<file path="config.mk">
export PLATFORM = sky130hd
export DESIGN_NAME = fft_mem_arbiter_flat
export DESIGN_NICKNAME = d
export VERILOG_FILES = /design/src/rtl/fft_mem_pkg.sv /design/src/rtl/fft_mem_arbiter_if.sv /design/src/rtl/fft_mem_rr_grant.sv /design/src/rtl/fft_mem_arbiter.sv /design/src/flat_wrapper.sv
export SDC_FILE = /design/constraint.sdc
export NUM_CORES = 1
export LEC_CHECK = 0
export ABC_AREA = 1
export CAP_MARGIN = 10
export CORE_MARGIN = 4
export CORE_UTILIZATION = 38
export CTS_BUF_LIST = sky130_fd_sc_hd__clkbuf_2
export DETAILED_ROUTE_END_ITERATION = 10
export PLACE_DENSITY = 0.82
export SLEW_MARGIN = 20
export SYNTH_ARGS = -nofsm -noshare
export SYNTH_HDL_FRONTEND = slang
export SYNTH_SLANG_ARGS = --single-unit
</file>
<file path="constraint.sdc">
create_clock -name clk_i -period 1.5 [get_ports clk_i]
set_input_delay 0.15 -clock clk_i [delete_from_list [all_inputs] [get_ports clk_i]]
set_output_delay 0.15 -clock clk_i [all_outputs]
set_load 0.02 [all_outputs]
</file>
<file path="src/rtl/fft_mem_pkg.sv">
// Shared types and sizes for the FFT working-memory arbiter and its memory command bus.
package fft_mem_pkg;

   localparam int FFT_MEM_ADDR_W = 8;
   localparam int FFT_MEM_DATA_W = 32;

   typedef logic port_id_t;

   typedef struct packed {
      logic                      en;
      logic                      we;
      logic [FFT_MEM_ADDR_W-1:0] addr;
      logic [FFT_MEM_DATA_W-1:0] wdata;
   } mem_cmd_t;

endpackage

</file>
<file path="src/rtl/fft_mem_arbiter_if.sv">
// Request/response handshakes of both requesters plus the memory macro command and read-data bus.
interface fft_mem_arbiter_if #(
   parameter int ADDR_WIDTH = fft_mem_pkg::FFT_MEM_ADDR_W,
   parameter int DATA_WIDTH = fft_mem_pkg::FFT_MEM_DATA_W
);
   logic [1:0]              req_valid_i;
   logic [1:0]              req_ready_o;
   logic [1:0]              req_we_i;
   logic [2*ADDR_WIDTH-1:0] req_addr_i;
   logic [2*DATA_WIDTH-1:0] req_wdata_i;
   logic [1:0]              rsp_valid_o;
   logic [DATA_WIDTH-1:0]   rsp_rdata_o;
   logic                    mem_en_o;
   logic                    mem_we_o;
   logic [ADDR_WIDTH-1:0]   mem_addr_o;
   logic [DATA_WIDTH-1:0]   mem_wdata_o;
   logic [DATA_WIDTH-1:0]   mem_rdata_i;

   // Arbiter side.
   modport slave (
      input  req_valid_i, req_we_i, req_addr_i, req_wdata_i, mem_rdata_i,
      output req_ready_o, rsp_valid_o, rsp_rdata_o,
      output mem_en_o, mem_we_o, mem_addr_o, mem_wdata_o
   );

   // Requester/memory side.
   modport master (
      output req_valid_i, req_we_i, req_addr_i, req_wdata_i, mem_rdata_i,
      input  req_ready_o, rsp_valid_o, rsp_rdata_o,
      input  mem_en_o, mem_we_o, mem_addr_o, mem_wdata_o
   );
endinterface

</file>
<file path="src/rtl/fft_mem_rr_grant.sv">
// Combinational two-port round-robin grant with a bounded burst for the current owner.
module fft_mem_rr_grant
   import fft_mem_pkg::*;
#(
   parameter int MAX_BURST = 4
) (
   input  logic [1:0] i_valid,
   input  port_id_t   i_owner,
   input  logic [3:0] i_burst_cnt,
   output logic [1:0] o_grant
);

   logic w_owner_keeps;

   // A zero count only exists straight after reset: the owner has no burst running yet,
   // so the non-owner (port 0) takes the first contended slot.
   assign w_owner_keeps = (i_burst_cnt != 4'd0) && (i_burst_cnt < 4'(MAX_BURST));

   always_comb begin
      o_grant = 2'b00;
      case (i_valid)
         2'b01:   o_grant = 2'b01;
         2'b10:   o_grant = 2'b10;
         2'b11: begin
            if (w_owner_keeps) o_grant = i_owner ? 2'b10 : 2'b01;
            else               o_grant = i_owner ? 2'b01 : 2'b10;
         end
         default: o_grant = 2'b00;
      endcase
   end

endmodule

</file>
<file path="src/rtl/fft_mem_arbiter.sv">
// Shares one single-port 256x32 memory between the butterfly engine (port 0) and the host path
// (port 1): round-robin accept, registered memory command, in-order read return two cycles later.
module fft_mem_arbiter
   import fft_mem_pkg::*;
#(
   parameter int ADDR_WIDTH = FFT_MEM_ADDR_W,
   parameter int DATA_WIDTH = FFT_MEM_DATA_W,
   parameter int MAX_BURST  = 4
) (
   input  logic                clk_i,
   input  logic                reset_n_i,
   fft_mem_arbiter_if.slave    bus
);

   logic [1:0]            w_grant;
   logic                  w_accept;
   port_id_t              w_gid;
   logic                  w_acc_we;
   logic [ADDR_WIDTH-1:0] w_acc_addr;
   logic [DATA_WIDTH-1:0] w_acc_wdata;

   port_id_t              r_owner;
   logic [3:0]            r_burst_cnt;
   mem_cmd_t              r_cmd;
   logic                  r_vld_p1;
   port_id_t              r_id_p1;
   logic                  r_vld_p2;
   port_id_t              r_id_p2;

   fft_mem_rr_grant #(.MAX_BURST(MAX_BURST)) u_grant (
      .i_valid     (bus.req_valid_i),
      .i_owner     (r_owner),
      .i_burst_cnt (r_burst_cnt),
      .o_grant     (w_grant)
   );

   // Ready is forced low while reset is held so nothing is accepted into a clearing pipe.
   assign bus.req_ready_o = reset_n_i ? w_grant : 2'b00;
   assign w_accept        = |(bus.req_valid_i & bus.req_ready_o);
   assign w_gid           = w_grant[1];
   assign w_acc_we        = w_gid ? bus.req_we_i[1] : bus.req_we_i[0];
   assign w_acc_addr      = w_gid ? bus.req_addr_i[2*ADDR_WIDTH-1:ADDR_WIDTH]
                                  : bus.req_addr_i[ADDR_WIDTH-1:0];
   assign w_acc_wdata     = w_gid ? bus.req_wdata_i[2*DATA_WIDTH-1:DATA_WIDTH]
                                  : bus.req_wdata_i[DATA_WIDTH-1:0];

   always_ff @(posedge clk_i or negedge reset_n_i) begin
      if (!reset_n_i) begin
         r_owner     <= 1'b1;
         r_burst_cnt <= 4'd0;
      end else if (w_accept) begin
         if (w_gid == r_owner) begin
            if (r_burst_cnt < 4'(MAX_BURST)) r_burst_cnt <= r_burst_cnt + 4'd1;
         end else begin
            r_owner     <= w_gid;
            r_burst_cnt <= 4'd1;
         end
      end
   end

   // ---- stage p1: registered memory command and read tag ----
   always_ff @(posedge clk_i or negedge reset_n_i) begin
      if (!reset_n_i) begin
         r_cmd    <= '0;
         r_vld_p1 <= 1'b0;
         r_id_p1  <= 1'b0;
      end else begin
         r_cmd.en <= w_accept;
         r_cmd.we <= w_accept & w_acc_we;
         if (w_accept) begin
            r_cmd.addr  <= w_acc_addr;
            r_cmd.wdata <= w_acc_wdata;
         end
         r_vld_p1 <= w_accept & ~w_acc_we;
         r_id_p1  <= w_gid;
      end
   end

   // ---- stage p2: tag lines up with memory read data ----
   always_ff @(posedge clk_i or negedge reset_n_i) begin
      if (!reset_n_i) begin
         r_vld_p2 <= 1'b0;
         r_id_p2  <= 1'b0;
      end else begin
         r_vld_p2 <= r_vld_p1;
         r_id_p2  <= r_id_p1;
      end
   end

   assign bus.mem_en_o    = r_cmd.en;
   assign bus.mem_we_o    = r_cmd.we;
   assign bus.mem_addr_o  = r_cmd.addr;
   assign bus.mem_wdata_o = r_cmd.wdata;
   assign bus.rsp_valid_o = {r_vld_p2 & r_id_p2, r_vld_p2 & ~r_id_p2};
   assign bus.rsp_rdata_o = r_vld_p2 ? bus.mem_rdata_i : '0;

endmodule

</file>
<file path="src/flat_wrapper.sv">
// flat-port wrapper written by rule: the top's interface ports become plain ports
module fft_mem_arbiter_flat import fft_mem_pkg::*;
#(
   parameter int ADDR_WIDTH = FFT_MEM_ADDR_W,
   parameter int DATA_WIDTH = FFT_MEM_DATA_W,
   parameter int MAX_BURST  = 4
)
  (clk_i, reset_n_i, bus_req_valid_i, bus_req_we_i, bus_req_addr_i, bus_req_wdata_i, bus_mem_rdata_i, bus_req_ready_o, bus_rsp_valid_o, bus_rsp_rdata_o, bus_mem_en_o, bus_mem_we_o, bus_mem_addr_o, bus_mem_wdata_o);
  fft_mem_arbiter_if #(.ADDR_WIDTH(ADDR_WIDTH), .DATA_WIDTH(DATA_WIDTH)) bus_i ();
  input  logic clk_i;
  input  logic reset_n_i;
  input wire logic [$bits(bus_i.req_valid_i)-1:0] bus_req_valid_i;
  input wire logic [$bits(bus_i.req_we_i)-1:0] bus_req_we_i;
  input wire logic [$bits(bus_i.req_addr_i)-1:0] bus_req_addr_i;
  input wire logic [$bits(bus_i.req_wdata_i)-1:0] bus_req_wdata_i;
  input wire logic [$bits(bus_i.mem_rdata_i)-1:0] bus_mem_rdata_i;
  output wire logic [$bits(bus_i.req_ready_o)-1:0] bus_req_ready_o;
  output wire logic [$bits(bus_i.rsp_valid_o)-1:0] bus_rsp_valid_o;
  output wire logic [$bits(bus_i.rsp_rdata_o)-1:0] bus_rsp_rdata_o;
  output wire logic [$bits(bus_i.mem_en_o)-1:0] bus_mem_en_o;
  output wire logic [$bits(bus_i.mem_we_o)-1:0] bus_mem_we_o;
  output wire logic [$bits(bus_i.mem_addr_o)-1:0] bus_mem_addr_o;
  output wire logic [$bits(bus_i.mem_wdata_o)-1:0] bus_mem_wdata_o;
  assign bus_i.req_valid_i = bus_req_valid_i;
  assign bus_i.req_we_i = bus_req_we_i;
  assign bus_i.req_addr_i = bus_req_addr_i;
  assign bus_i.req_wdata_i = bus_req_wdata_i;
  assign bus_i.mem_rdata_i = bus_mem_rdata_i;
  assign bus_req_ready_o = bus_i.req_ready_o;
  assign bus_rsp_valid_o = bus_i.rsp_valid_o;
  assign bus_rsp_rdata_o = bus_i.rsp_rdata_o;
  assign bus_mem_en_o = bus_i.mem_en_o;
  assign bus_mem_we_o = bus_i.mem_we_o;
  assign bus_mem_addr_o = bus_i.mem_addr_o;
  assign bus_mem_wdata_o = bus_i.mem_wdata_o;
  fft_mem_arbiter #(.ADDR_WIDTH(ADDR_WIDTH), .DATA_WIDTH(DATA_WIDTH), .MAX_BURST(MAX_BURST)) u_core (.clk_i(clk_i), .reset_n_i(reset_n_i), .bus(bus_i));
endmodule
</file>
==> results of run 1 <==
[repair_timing]
| item | in CTS | in global routing |
|---|---|---|
| endpoints found under the setup margin | 125 | 88 |
| resized for setup | 405 | 149 |
| setup buffers | 29 | 14 |
| cloned | 16 | 0 |
| hold endpoints to repair | 50 | 0 |
| hold buffers | 1 | 0 |
| pin swaps | 25 | 41 |
[power groups by stage]
| stage | sequential, mW | clock (mW) | combinational (mW) |
|---|---|---|---|
| floorplan | 2.39 | 0 | 1.38 |
| global placement | 1.99 | 0 | 3.34 |
| detailed placement | 2.01 | 0 | 3.40 |
| CTS | 1.97 | 0.772 | 5.17 |
| global route | 2.08 | 0.858 | 6.07 |
| finish | 2.05 | 0.804 | 5.84 |
[Yosys cell counts]
cell and number:
sky130_fd_sc_hd__nand3_4 1, sky130_fd_sc_hd__o211ai_1 2, sky130_fd_sc_hd__o21ai_4 1, sky130_fd_sc_hd__ha_1 2, sky130_fd_sc_hd__dfstp_2 1, sky130_fd_sc_hd__nor2_1 7
sky130_fd_sc_hd__o21ai_1 1, sky130_fd_sc_hd__buf_6 5, sky130_fd_sc_hd__buf_1 4, sky130_fd_sc_hd__dfrtp_1 50, sky130_fd_sc_hd__nand3_1 43, sky130_fd_sc_hd__inv_1 83
sky130_fd_sc_hd__buf_4 2, sky130_fd_sc_hd__o22ai_1 1, sky130_fd_sc_hd__nand2_4 1, sky130_fd_sc_hd__clkbuf_2 1, sky130_fd_sc_hd__buf_2 5, sky130_fd_sc_hd__clkbuf_1 9
sky130_fd_sc_hd__nand3b_1 40, sky130_fd_sc_hd__a21oi_1 3, sky130_fd_sc_hd__inv_2 2, sky130_fd_sc_hd__a31oi_1 1, sky130_fd_sc_hd__nand2_1 166, sky130_fd_sc_hd__nand2_2 2
[registers in the layout (all words and copies together), names as in the netlist]
name / cells
u_core.bus.mem_addr_o: 8
u_core.r_owner: 1
u_core.bus.mem_en_o: 1
u_core.r_burst_cnt: 4
u_core.r_id_p1: 1
u_core.r_vld_p1: 1
u_core.bus.mem_wdata_o: 32
u_core.r_vld_p2: 1
u_core.bus.mem_we_o: 1
u_core.r_id_p2: 1
[area by class of cell]
| cell class | instances | area (um^2) |
|---|---|---|
| multi-input combinational | 271 | 2020 |
| clock buffer | 5 | 25.0 |
| tap | 102 | 128 |
| fill | 313 | 1020 |
| inverter | 85 | 329 |
| timing repair buffer | 266 | 2930 |
| sequential | 51 | 1280 |
| clock inverter | 3 | 42.5 |
[metrics by stage]
step / setup TNS [ns] / hold WS [ns]
after floorplan: 0 / -0.146
after global placement: -10.15 / 0.333
after detailed placement: -12.42 / 0.337
after CTS: -17.84 / 0.236
after global routing: -31.04 / 0.242
final: -27.84 / 0.259
[worst max path at each step]
stage                                              to                              start  depth (start not counted)  slack [ns]
3_3_place_gp                       bus_req_ready_o[0]  u_core.r_burst_cnt[0]$_DFFE_PN0P_                          9       -0.34
4_1_cts                            bus_req_ready_o[1]  u_core.r_burst_cnt[0]$_DFFE_PN0P_                         10       -0.40
3_5_place_dp                       bus_req_ready_o[1]  u_core.r_burst_cnt[0]$_DFFE_PN0P_                         10       -0.36
6_report       u_core.bus.mem_wdata_o[13]$_DFFE_PN0P_  u_core.r_burst_cnt[0]$_DFFE_PN0P_                         15       -0.51
5_1_grt                            bus_req_ready_o[1]  u_core.r_burst_cnt[0]$_DFFE_PN0P_                         10       -0.57
2_1_floorplan                      bus_req_ready_o[1]  u_core.r_burst_cnt[0]$_DFFE_PN0P_                          9        0.01
[metal layers]
layer  share of wire  vias up
li1                -     1800
met1            0.34     2094
met2            0.49      349
met3           0.094      123
met4           0.077        0
met5               0        -
[critical path: cells and delay by family (launching register included)]
kind          cells  cell delay (ns)
simple gates      7             0.57
fa+ha+maj         1             0.14
buf+inv           7             0.78
flops             1             0.48
[kinds of logic (layout without fill, tap and decap cells)]
family / Yosys count / in the layout / share of synthesized area
buffers and inverters: 111 / 359 / 0.154
adder cells (fa/ha/maj): 2 / 2 / 0.00823
AND/OR/NAND/NOR: 260 / 260 / 0.397
flip-flops: 51 / 51 / 0.420
AO/OA/AOI/OAI: 9 / 9 / 0.0210
==> flow_summary.toml, run 1 <==
[outcome]
outcome = "finished with violations"
violations = "negative setup slack"

[power_and_ir_drop]
worst_ir_drop_vdd_mv = 1.15
power_leakage_nw = 3.66
post-layout-total-power_mw = 8.70
power.share.clock = 0.092
netSwitchingFraction = 0.441
p_int_mw = 4.86
seqPwrFrac = 0.236
total_switching_power_mw = 3.84
p_comb_frac = 0.672
pwr_density_cell_nw_per_um2 = 1290

[die]
ioPinCount = 196
floorplan.initialDensity = 0.392
fp.dieArea_um2 = 9500
chipWidth_um = 97.5
die_height_um = 97.5
floorplan.core_area_um2 = 7770
rows = 32

[synth]
postSynthCellCount = 433
synth_area_per_cell_um2 = 7.02
synth_top_cell_area_share = 0.411
synth_warnings = 0
synth_cell_types = 24
mappedNetlistArea_um2 = 3040
synth_seq_cells = 51
synth_area_leaders = "sky130_fd_sc_hd__dfrtp_1 (41%), sky130_fd_sc_hd__nand2_1 (20%), sky130_fd_sc_hd__inv_1 (10%)"
syn-num-nets = 553
netlist.top_cell.by_area = "sky130_fd_sc_hd__dfrtp_1"
ys_seq_area_frac = 0.420

[place]
port_buffers = 195
gp_routability_congestion = 0.920
placed_cell_area_um2 = 5180
dpl_ws_ns = -0.356
placed_cells = 729
place.detailed.hpwl_um = 8420

[global_route]
met2_usage = 0.551
gr-total-overflow = 0
grt_first_pass_wirelength_um = 23100
grt_antenna_before_repair = 0
gr-usage-met3 = 0.0625
grt_max_degree = 52
grt_busiest_layer = "met2"
first_global_vias = 4275
global_route.usage.total = 0.308
grt_util_met1 = 0.351

[cts]
max-clock-path-buffers = 2
clk_root_buffer_cell = "sky130_fd_sc_hd__clkbuf_2"
cts_tree = "done"
ctsHtreeMaxLevel = 2
clk_transition_reported_paths_ns = 0.31
clock-sinks = 51
cts_made_buffers = 5
insertion_delay_ns = 0.48

[worst_setup_path]
cp_slowest_stage_delay_ns = 0.48
critPathMaxFanout = 6
r2r_cells = 15
critPathCaptureType = "register"
slowest_cell_on_the_critical_path = "sky130_fd_sc_hd__dfrtp_1"
worst_r2r_startpoint = "u_core.r_burst_cnt[0]$_DFFE_PN0P_"
r2r_slack_ns = -0.51
required_time_of_the_critical_path_ns = 1.95
worst-setup-path-type = "register to register"
start_kind = "register"
critPathArrivalTime_ns = 2.46
worstPathCellList = "inv_2, ha_4, inv_2, nand2_2, nand2_2, nand3_4, nand2_4, buf_4, buf_6, buf_12, buf_12, buf_16, nand2_4, nand3_2, nand2_1"
critical_path.reg2reg.endpoint = "u_core.bus.mem_wdata_o[13]$_DFFE_PN0P_"

[timing]
final_min_period_over_clock_period = 1.34
finalSetupViolations = 84
worst_case_setup_margin_in_the_final_layout_ns = -0.512
tightest_slew_ns = 0.679
period_needed_ns = 2.01
max_clock_freq_mhz = 497
hold_viol_final = 0
clock-skew-final_ns = 0.0452
slew_headroom = 0.548
grt_setup_unrepaired = "true"
final-max-slew-violation-count = 0

[job]
drv_cap = 0

[routing]
wl_um = 18400
dr_total_vias = 4366
avgRoutedWirePerCell_um = 23.5
drt-pass1-iter-count = 5
final_antenna_net_count = 0
detail_route.iter0.violations = 404
drc = 0
vias_per_cell = 5.58

[min_path]
worstHoldPathType = "input port to register"
min_path_cells = 5
holdCritStartpoint = "bus_req_addr_i[12]"
whs_endpoint = "u_core.bus.mem_addr_o[4]$_DFFE_PN0P_"

[layout]
finalNetCount = 800
post_route_cells_drive_above_1_share = 0.411
layout_stage_area_growth_over_the_synthesis_result_pct = 122
antenna-diode-count = 0
layout_common_cells = "sky130_fd_sc_hd__clkdlybuf4s50_1 (116), sky130_fd_sc_hd__nand2_1 (86), sky130_fd_sc_hd__nand2_4 (59)"
postLayoutCellArea_um2 = 6740
mostFrequentLayoutCell = "sky130_fd_sc_hd__clkdlybuf4s50_1"
finish.cell_count_without_fillers = 783
fin_util = 0.868
Note: power is estimated with default switching activity, not from simulation.
==> run 2: changes to the inputs <==
--- a/config.mk
+++ b/config.mk
@@ -11,7 +11,7 @@
 export CORE_UTILIZATION = 38
 export CTS_BUF_LIST = sky130_fd_sc_hd__clkbuf_2
 export DETAILED_ROUTE_END_ITERATION = 10
-export PLACE_DENSITY = 0.82
+export PLACE_DENSITY_LB_ADDON = 0.2
 export SLEW_MARGIN = 20
 export SYNTH_ARGS = -nofsm -noshare
 export SYNTH_HDL_FRONTEND = slang
==> run 2 against run 1 <==
Effect of this change:
- the flow still finishes with violations (negative setup slack)
- hold slack got worse by 0.093 ns
- clock power decreased by 30%
- largest power group unchanged
- largest cell class unchanged
- core utilization is 13 points lower
- non-clock buffer count decreased by 29
- flip-flop and latch count unchanged
- sequential power fell by 3%
- critical path type unchanged
- first-iteration DRC count is 64% lower
- maximum frequency is 9.6% higher
- via count down 16%
==> flow_summary.toml, run 2 (synthesis gave the netlist of run 1 again) <==
[outcome]
outcome = "finished with violations"
violations = "negative setup slack"

[cts]
cts_tree = "done"
clock-sinks = 51
clk_transition_reported_paths_ns = 0.26
max-clock-path-buffers = 2
ctsHtreeMaxLevel = 2
insertion_delay_ns = 0.42
cts_made_buffers = 5
clk_root_buffer_cell = "sky130_fd_sc_hd__clkbuf_2"

[global_route]
global_route.usage.total = 0.243
grt_first_pass_wirelength_um = 18700
first_global_vias = 3603
grt_max_degree = 43
gr-total-overflow = 0
grt_antenna_before_repair = 0

[die]
rows = 32
die_height_um = 97.5
chipWidth_um = 97.5
fp.dieArea_um2 = 9500
floorplan.initialDensity = 0.392
ioPinCount = 196
floorplan.core_area_um2 = 7770

[routing]
drc = 0
final_antenna_net_count = 0
drt-pass1-iter-count = 5
detail_route.iter0.violations = 147
vias_per_cell = 4.85
avgRoutedWirePerCell_um = 16.7
dr_total_vias = 3656
wl_um = 12600

[worst_setup_path]
cp_slowest_stage_delay_ns = 0.43
slowest_cell_on_the_critical_path = "sky130_fd_sc_hd__dfrtp_1"
required_time_of_the_critical_path_ns = 1.83
critPathMaxFanout = 42
cp_num_buf_inv = 3
start_kind = "register"
worst_path_dominant_cell_family = "simple AND/OR/NAND/NOR gates"
worstPathCellList = "inv_2, ha_4, inv_2, nand2_2, nand2_2, nand3_4, nand2_4, buf_4, nand2_1, nand3_1, nand2_1"
critPathCaptureType = "register"
worstSetupStartpoint = "u_core.r_burst_cnt[0]$_DFFE_PN0P_"
worst-setup-path-type = "register to register"
critPathArrivalTime_ns = 2.16
worst_r2r_startpoint = "u_core.r_burst_cnt[0]$_DFFE_PN0P_"

[layout]
finalNetCount = 771
post_route_cells_drive_above_1_share = 0.268
layout_stage_area_growth_over_the_synthesis_result_pct = 88.6
layout_common_cells = "sky130_fd_sc_hd__nand2_1 (130), sky130_fd_sc_hd__clkdlybuf4s50_1 (116), sky130_fd_sc_hd__dfrtp_1 (50)"
fin_util = 0.739
mostFrequentLayoutCell = "sky130_fd_sc_hd__nand2_1"
antenna-diode-count = 0
largest_reg_flops = 32

[place]
place.detailed.hpwl_um = 7990
dpl_ws_ns = -0.383
port_buffers = 195
gp_routability_congestion = 0.815

[timing]
final.hold.worst_slack_ns = 0.166
period_needed_ns = 1.84
final-max-slew-violation-count = 0
grt_setup_unrepaired = "true"
worst_case_setup_margin_in_the_final_layout_ns = -0.336
tightest_slew_ns = 0.524
slew_headroom = 0.650
max_clock_freq_mhz = 545
finalSetupViolations = 81
clock-skew-final_ns = 0.0249
hold_viol_final = 0
totalNegativeSetupSlack_ns = -14.77
final_min_period_over_clock_period = 1.22

[job]
drv_cap = 0

[min_path]
holdCritStartpoint = "reset_n_i"
worstHoldPathType = "input port to register"

[power_and_ir_drop]
worst_ir_drop_vdd_mv = 1.22
pwr_density_cell_nw_per_um2 = 1090
power_leakage_nw = 3.18
-- run 2: path summary, 6_finish.rpt --
check                                                          to  slack (ns)  depth (start not counted)
min                                 u_core.bus.mem_en_o$_DFF_PN0_        0.17                          4
max                        u_core.bus.mem_wdata_o[16]$_DFFE_PN0P_       -0.34                         11
max reg2reg                u_core.bus.mem_wdata_o[16]$_DFFE_PN0P_       -0.34                         11
min reg2reg                              u_core.r_id_p2$_DFF_PN0_        0.38                          0
min in group asynchronous  u_core.bus.mem_wdata_o[17]$_DFFE_PN0P_        0.32                          3
max in group asynchronous    u_core.bus.mem_addr_o[6]$_DFFE_PN0P_        0.70                          4
-- run 2: area by class of cell --
| cell class | count | area [um^2] |
|---|---|---|
| Tap cell | 102 | 128 |
| Sequential cell | 51 | 1280 |
| Fill cell | 576 | 2030 |
| Clock buffer | 6 | 30.0 |
| Timing Repair Buffer | 237 | 2390 |
| Clock inverter | 2 | 16.3 |
| Inverter | 85 | 322 |
| Multi-Input combinational cell | 271 | 1570 |
-- run 2: worst reg2reg max path, stage by stage, from the launching register on --
cell and delay, ns:
sky130_fd_sc_hd__dfrtp_1 0.43, sky130_fd_sc_hd__inv_2 0.06, sky130_fd_sc_hd__ha_4 0.16, sky130_fd_sc_hd__inv_2 0.05
sky130_fd_sc_hd__nand2_2 0.05, sky130_fd_sc_hd__nand2_2 0.08, sky130_fd_sc_hd__nand3_4 0.10, sky130_fd_sc_hd__nand2_4 0.08
sky130_fd_sc_hd__buf_4 0.40, sky130_fd_sc_hd__nand2_1 0.17, sky130_fd_sc_hd__nand3_1 0.10, sky130_fd_sc_hd__nand2_1 0.06
-- run 2: stage by stage --
stage	total power [mW]	cells	cell area, um^2
global placement	5.27	729	5170
floorplan	3.77	433	3040
detailed placement	5.36	729	5170
CTS	6.16	753	5600
finish	6.28	754	5740
global route	6.68	754	5740
-- run 2: per-layer routing --
layer	vias to the layer above	wire length (um)	track usage
met5	-	0	0
met4	0	455	0.0831
met3	32	646	0.0416
met2	157	6650	0.438
met1	1731	4810	0.292
li1	1736	-	-
-- run 2: what timing repair did --
action                                 4_1_cts  5_1_grt
endpoints found under the hold margin       51       23
pin swaps                                    9        8
hold buffers                                 2        1
resized for setup                          340       56
setup endpoints to repair                  125       83
cloned                                       4        0
setup buffers                               10        3
-- run 2: report_power, final --
| group | internal (mW) | total (mW) | leakage, nW | switching, mW |
|---|---|---|---|---|
| sequential | 1.77 | 1.98 | 0.621 | 0.216 |
| combinational | 1.63 | 3.73 | 2.53 | 2.10 |
| clock | 0.128 | 0.566 | 0.0296 | 0.438 |
==> run 3: changes to the inputs <==
==> constraint.sdc (replaced) <==
create_clock -name clk_i -period 1.5 [get_ports clk_i]
set_input_delay 0.15 -clock clk_i [delete_from_list [all_inputs] [get_ports clk_i]]
set_output_delay 0.15 -clock clk_i [all_outputs]
set_load 0.1 [all_outputs]
==> run 3 against run 2 <==
Effect of this change:
- the run now fails in 5_1_grt
- synthesized area stayed put
- synthesized cell count stayed put
==> flow_summary.toml, run 3 <==
[synth]
synth_seq_cells = 51
netlist.top_cell.by_area = "sky130_fd_sc_hd__dfrtp_1"
yosys-top-cells-count = "sky130_fd_sc_hd__nand2_1 (166), sky130_fd_sc_hd__inv_1 (83), sky130_fd_sc_hd__dfrtp_1 (50)"
ys_seq_area_frac = 0.420
fraction_of_registers_with_async_set_or_reset_after_synthesis = 1.00
mappedNetlistArea_um2 = 3040
number_of_synthesized_flops_with_an_enable_pin = 0
synth_warnings = 0
most_frequent_cell_after_synthesis = "sky130_fd_sc_hd__nand2_1"
postSynthCellCount = 433
synth_area_leaders = "sky130_fd_sc_hd__dfrtp_1 (41%), sky130_fd_sc_hd__nand2_1 (20%), sky130_fd_sc_hd__inv_1 (10%)"
synth_cell_types = 24
synth_area_per_cell_um2 = 7.02
synth_top_cell_area_share = 0.411
ys.flop_type = "sky130_fd_sc_hd__dfrtp_1"
syn-num-nets = 553

[outcome]
flow.stopped_at = "5_1_grt"
flow.first_error = "[ERROR DPL-0033] detailed placement checks failed during check placement."
outcome = "did not finish"

[die]
die_height_um = 97.5
chipWidth_um = 97.5
ioPinCount = 196
rows = 32
floorplan.initialDensity = 0.392

[timing]
crit_endpoint = "bus_req_ready_o[0]"
worst-endpoint-pin-kind = "top-level output"

[cts]
cts_made_buffers = 5
ctsHtreeMaxLevel = 2
max-clock-path-buffers = 2
clk_root_buffer_cell = "sky130_fd_sc_hd__clkbuf_2"
clock-sinks = 51

[global_route]
grt_max_degree = 41
grt_antenna_before_repair = 1

[place]
port_buffers = 195
gp_routability_congestion = 0.866
place.detailed.hpwl_um = 9260
dpl_ws_ns = -0.127
[run 3: stage by stage]
step	hold slack [ns]	cell area [um^2]	utilization	instances	setup TNS, ns
floorplan	-0.146	3180	-	433	-0.428
CTS	0.225	7140	0.919	756	-15.01
global placement	0.181	6120	0.788	727	-1.33
detailed placement	0.191	6120	0.788	727	-3.57
[run 3: kinds of logic after synthesis]
family,after synthesis,share of synthesized area
compound gates,9,0.0210
flops,51,0.420
simple gates,260,0.397
fa+ha+maj,2,0.00823
buf+inv,111,0.154
[run 3: what timing repair did]
action,in CTS
resized for setup,157
hold buffers,1
pin swaps,30
endpoints found under the hold margin,51
buffers inserted,11
cloned,10
setup endpoints to repair,80
==> run 4: changes to the inputs <==
--- a/config.mk
+++ b/config.mk
@@ -8,10 +8,9 @@
 export ABC_AREA = 1
 export CAP_MARGIN = 10
 export CORE_MARGIN = 4
-export CORE_UTILIZATION = 38
-export CTS_BUF_LIST = sky130_fd_sc_hd__clkbuf_2
+export CORE_UTILIZATION = 30
 export DETAILED_ROUTE_END_ITERATION = 10
-export PLACE_DENSITY_LB_ADDON = 0.2
+export PLACE_DENSITY_LB_ADDON = 0.15
 export SLEW_MARGIN = 20
 export SYNTH_ARGS = -nofsm -noshare
 export SYNTH_HDL_FRONTEND = slang
==> run 4 against run 3 <==
Effect of this change:
- the flow now finishes, with violations (negative setup slack)
==> flow_summary.toml, run 4 (synthesis gave the netlist of run 1 again) <==
[layout]
layout_common_cells = "sky130_fd_sc_hd__clkdlybuf4s50_1 (116), sky130_fd_sc_hd__buf_12 (86), sky130_fd_sc_hd__nand2_1 (84)"
mostFrequentLayoutCell = "sky130_fd_sc_hd__clkdlybuf4s50_1"
postLayoutCellArea_um2 = 7220
antenna-diode-count = 0
fill_cells = 715
fin_util = 0.735
finalNetCount = 765
finish.cell_count_without_fillers = 779
largest_reg_flops = 32
post_route_cells_drive_above_1_share = 0.461
layout_stage_area_growth_over_the_synthesis_result_pct = 137

[die]
fp.dieArea_um2 = 11800
ioPinCount = 196
die_height_um = 109
floorplan.core_area_um2 = 9820
floorplan.initialDensity = 0.310
chipWidth_um = 109
rows = 36

[worst_setup_path]
r2r_slack_ns = -0.16
required_time_of_the_critical_path_ns = 1.35
worst_r2r_startpoint = "u_core.r_burst_cnt[1]$_DFFE_PN0P_"
critical_path.reg2reg.endpoint = "u_core.bus.mem_addr_o[6]$_DFFE_PN0P_"
start_kind = "register"
worstSetupStartpoint = "u_core.r_burst_cnt[1]$_DFFE_PN0P_"
critPathArrivalTime_ns = 1.64
critPathMaxFanout = 3
r2r_cells = 13
critPathCapture = "bus_req_ready_o[0]"
worst-setup-path-type = "register to primary output"
critPathCaptureType = "primary output"

[cts]
clock-sinks = 51
cts_tree = "done"
clk_transition_reported_paths_ns = 0.09
clk_root_buffer_cell = "sky130_fd_sc_hd__clkbuf_8"
cts_made_buffers = 5
ctsHtreeMaxLevel = 2
insertion_delay_ns = 0.31
max-clock-path-buffers = 2

[power_and_ir_drop]
worst_ir_drop_vdd_mv = 1.21
p_comb_frac = 0.726
power_leakage_nw = 3.37
pwr_density_cell_nw_per_um2 = 1590
seqPwrFrac = 0.191
total_switching_power_mw = 6.03
power.share.clock = 0.083
netSwitchingFraction = 0.524
p_int_mw = 5.48

[timing]
final_min_period_over_clock_period = 1.19
final-max-slew-violation-count = 0
final.hold.worst_slack_ns = 0.361
period_needed_ns = 1.79
max_clock_freq_mhz = 559
hold_viol_final = 0
totalNegativeSetupSlack_ns = -6.76
slew_headroom = 0.689
clock-skew-final_ns = 0.0124
finalSetupViolations = 68
grt_setup_unrepaired = "true"
worst_case_setup_margin_in_the_final_layout_ns = -0.287
tightest_slew_ns = 0.467

[place]
gp_routability_congestion = 0.745
port_buffers = 195
place.detailed.hpwl_um = 8870
placed_cell_area_um2 = 6140
placed_cells = 755

[global_route]
global_route.usage.total = 0.189
first_global_vias = 3401
grt_first_pass_wirelength_um = 17700
grt_antenna_before_repair = 0
grt_max_degree = 41
gr-total-overflow = 0

[routing]
wl_met3_um = 763
route.met2.wl_um = 7100
final_antenna_net_count = 0
drc = 0
dr_total_vias = 3581
dr.max_layer_used = "met4"
wl_um = 12800
avgRoutedWirePerCell_um = 16.5
met1_length_um = 4870
drt-pass1-iter-count = 4
vias_per_cell = 4.60
detail_route.iter0.violations = 101

[outcome]
violations = "negative setup slack"
outcome = "finished with violations"

[min_path]
worstHoldPathType = "register to register"

[job]
drv_cap = 0
## run 4: layout make-up
class	count	area, um^2	share of cell area
well taps	133	166	0.0230
repair buffers	231	3230	0.447
flip-flops and latches	51	1280	0.177
clock inverters	1	30.0	0.00416
inverters	85	434	0.0601
clock buffers	7	76.3	0.0106
multi-input cells	271	2010	0.278
## run 4: what timing repair did
item	in CTS	in global routing
resized for setup	36	168
setup buffers	8	4
hold buffers	1	0
setup endpoints to repair	45	59
cloned	1	6
pin swaps	14	39
endpoints found under the hold margin	31	0
## run 4: stage by stage
stage / setup WS [ns] / power [mW]
detailed placement: -0.174 / 9.31
CTS: -0.307 / 10.7
global route: -0.395 / 12.0
global placement: -0.0974 / 9.23
finish: -0.287 / 11.5
floorplan: -0.172 / 6.43
## run 4: metal layers
metal,global-route usage,vias up
li1,-,1723
met1,0.227,1738
met2,0.352,111
met3,0.0397,9
met4,0.0316,0
met5,0,-
## run 4: worst min-delay path by stage
stage | from | to | slack, ns | depth (start not counted)
after floorplan | reset_n_i | u_core.bus.mem_addr_o[0]$_DFFE_PN0P_ | -0.15 | 0
after global placement | reset_n_i | u_core.bus.mem_wdata_o[24]$_DFFE_PN0P_ | 0.22 | 2
after detailed placement | reset_n_i | u_core.bus.mem_en_o$_DFF_PN0_ | 0.23 | 2
after CTS | u_core.r_id_p1$_DFF_PN0_ | u_core.r_id_p2$_DFF_PN0_ | 0.36 | 0
after global routing | u_core.r_id_p1$_DFF_PN0_ | u_core.r_id_p2$_DFF_PN0_ | 0.37 | 0
final | u_core.r_id_p1$_DFF_PN0_ | u_core.r_id_p2$_DFF_PN0_ | 0.36 | 0
## run 4: critical path: stages (launching register included)
cell and delay [ns]:
sky130_fd_sc_hd__dfrtp_1 0.40, sky130_fd_sc_hd__inv_2 0.08, sky130_fd_sc_hd__ha_4 0.15, sky130_fd_sc_hd__inv_2 0.04, sky130_fd_sc_hd__nand2_2 0.08, sky130_fd_sc_hd__nand2_2 0.07
sky130_fd_sc_hd__nand3_4 0.08, sky130_fd_sc_hd__buf_6 0.11, sky130_fd_sc_hd__nand2_4 0.04, sky130_fd_sc_hd__nor2_4 0.11, sky130_fd_sc_hd__buf_12 0.18
## run 4: power by group through the flow
stage | Combinational, mW | Clock, mW | Sequential [mW]
floorplan | 2.11 | 0 | 4.31
global placement | 7.05 | 0 | 2.18
detailed placement | 7.11 | 0 | 2.20
CTS | 7.55 | 0.991 | 2.18
global route | 8.67 | 1.05 | 2.24
finish | 8.35 | 0.960 | 2.19
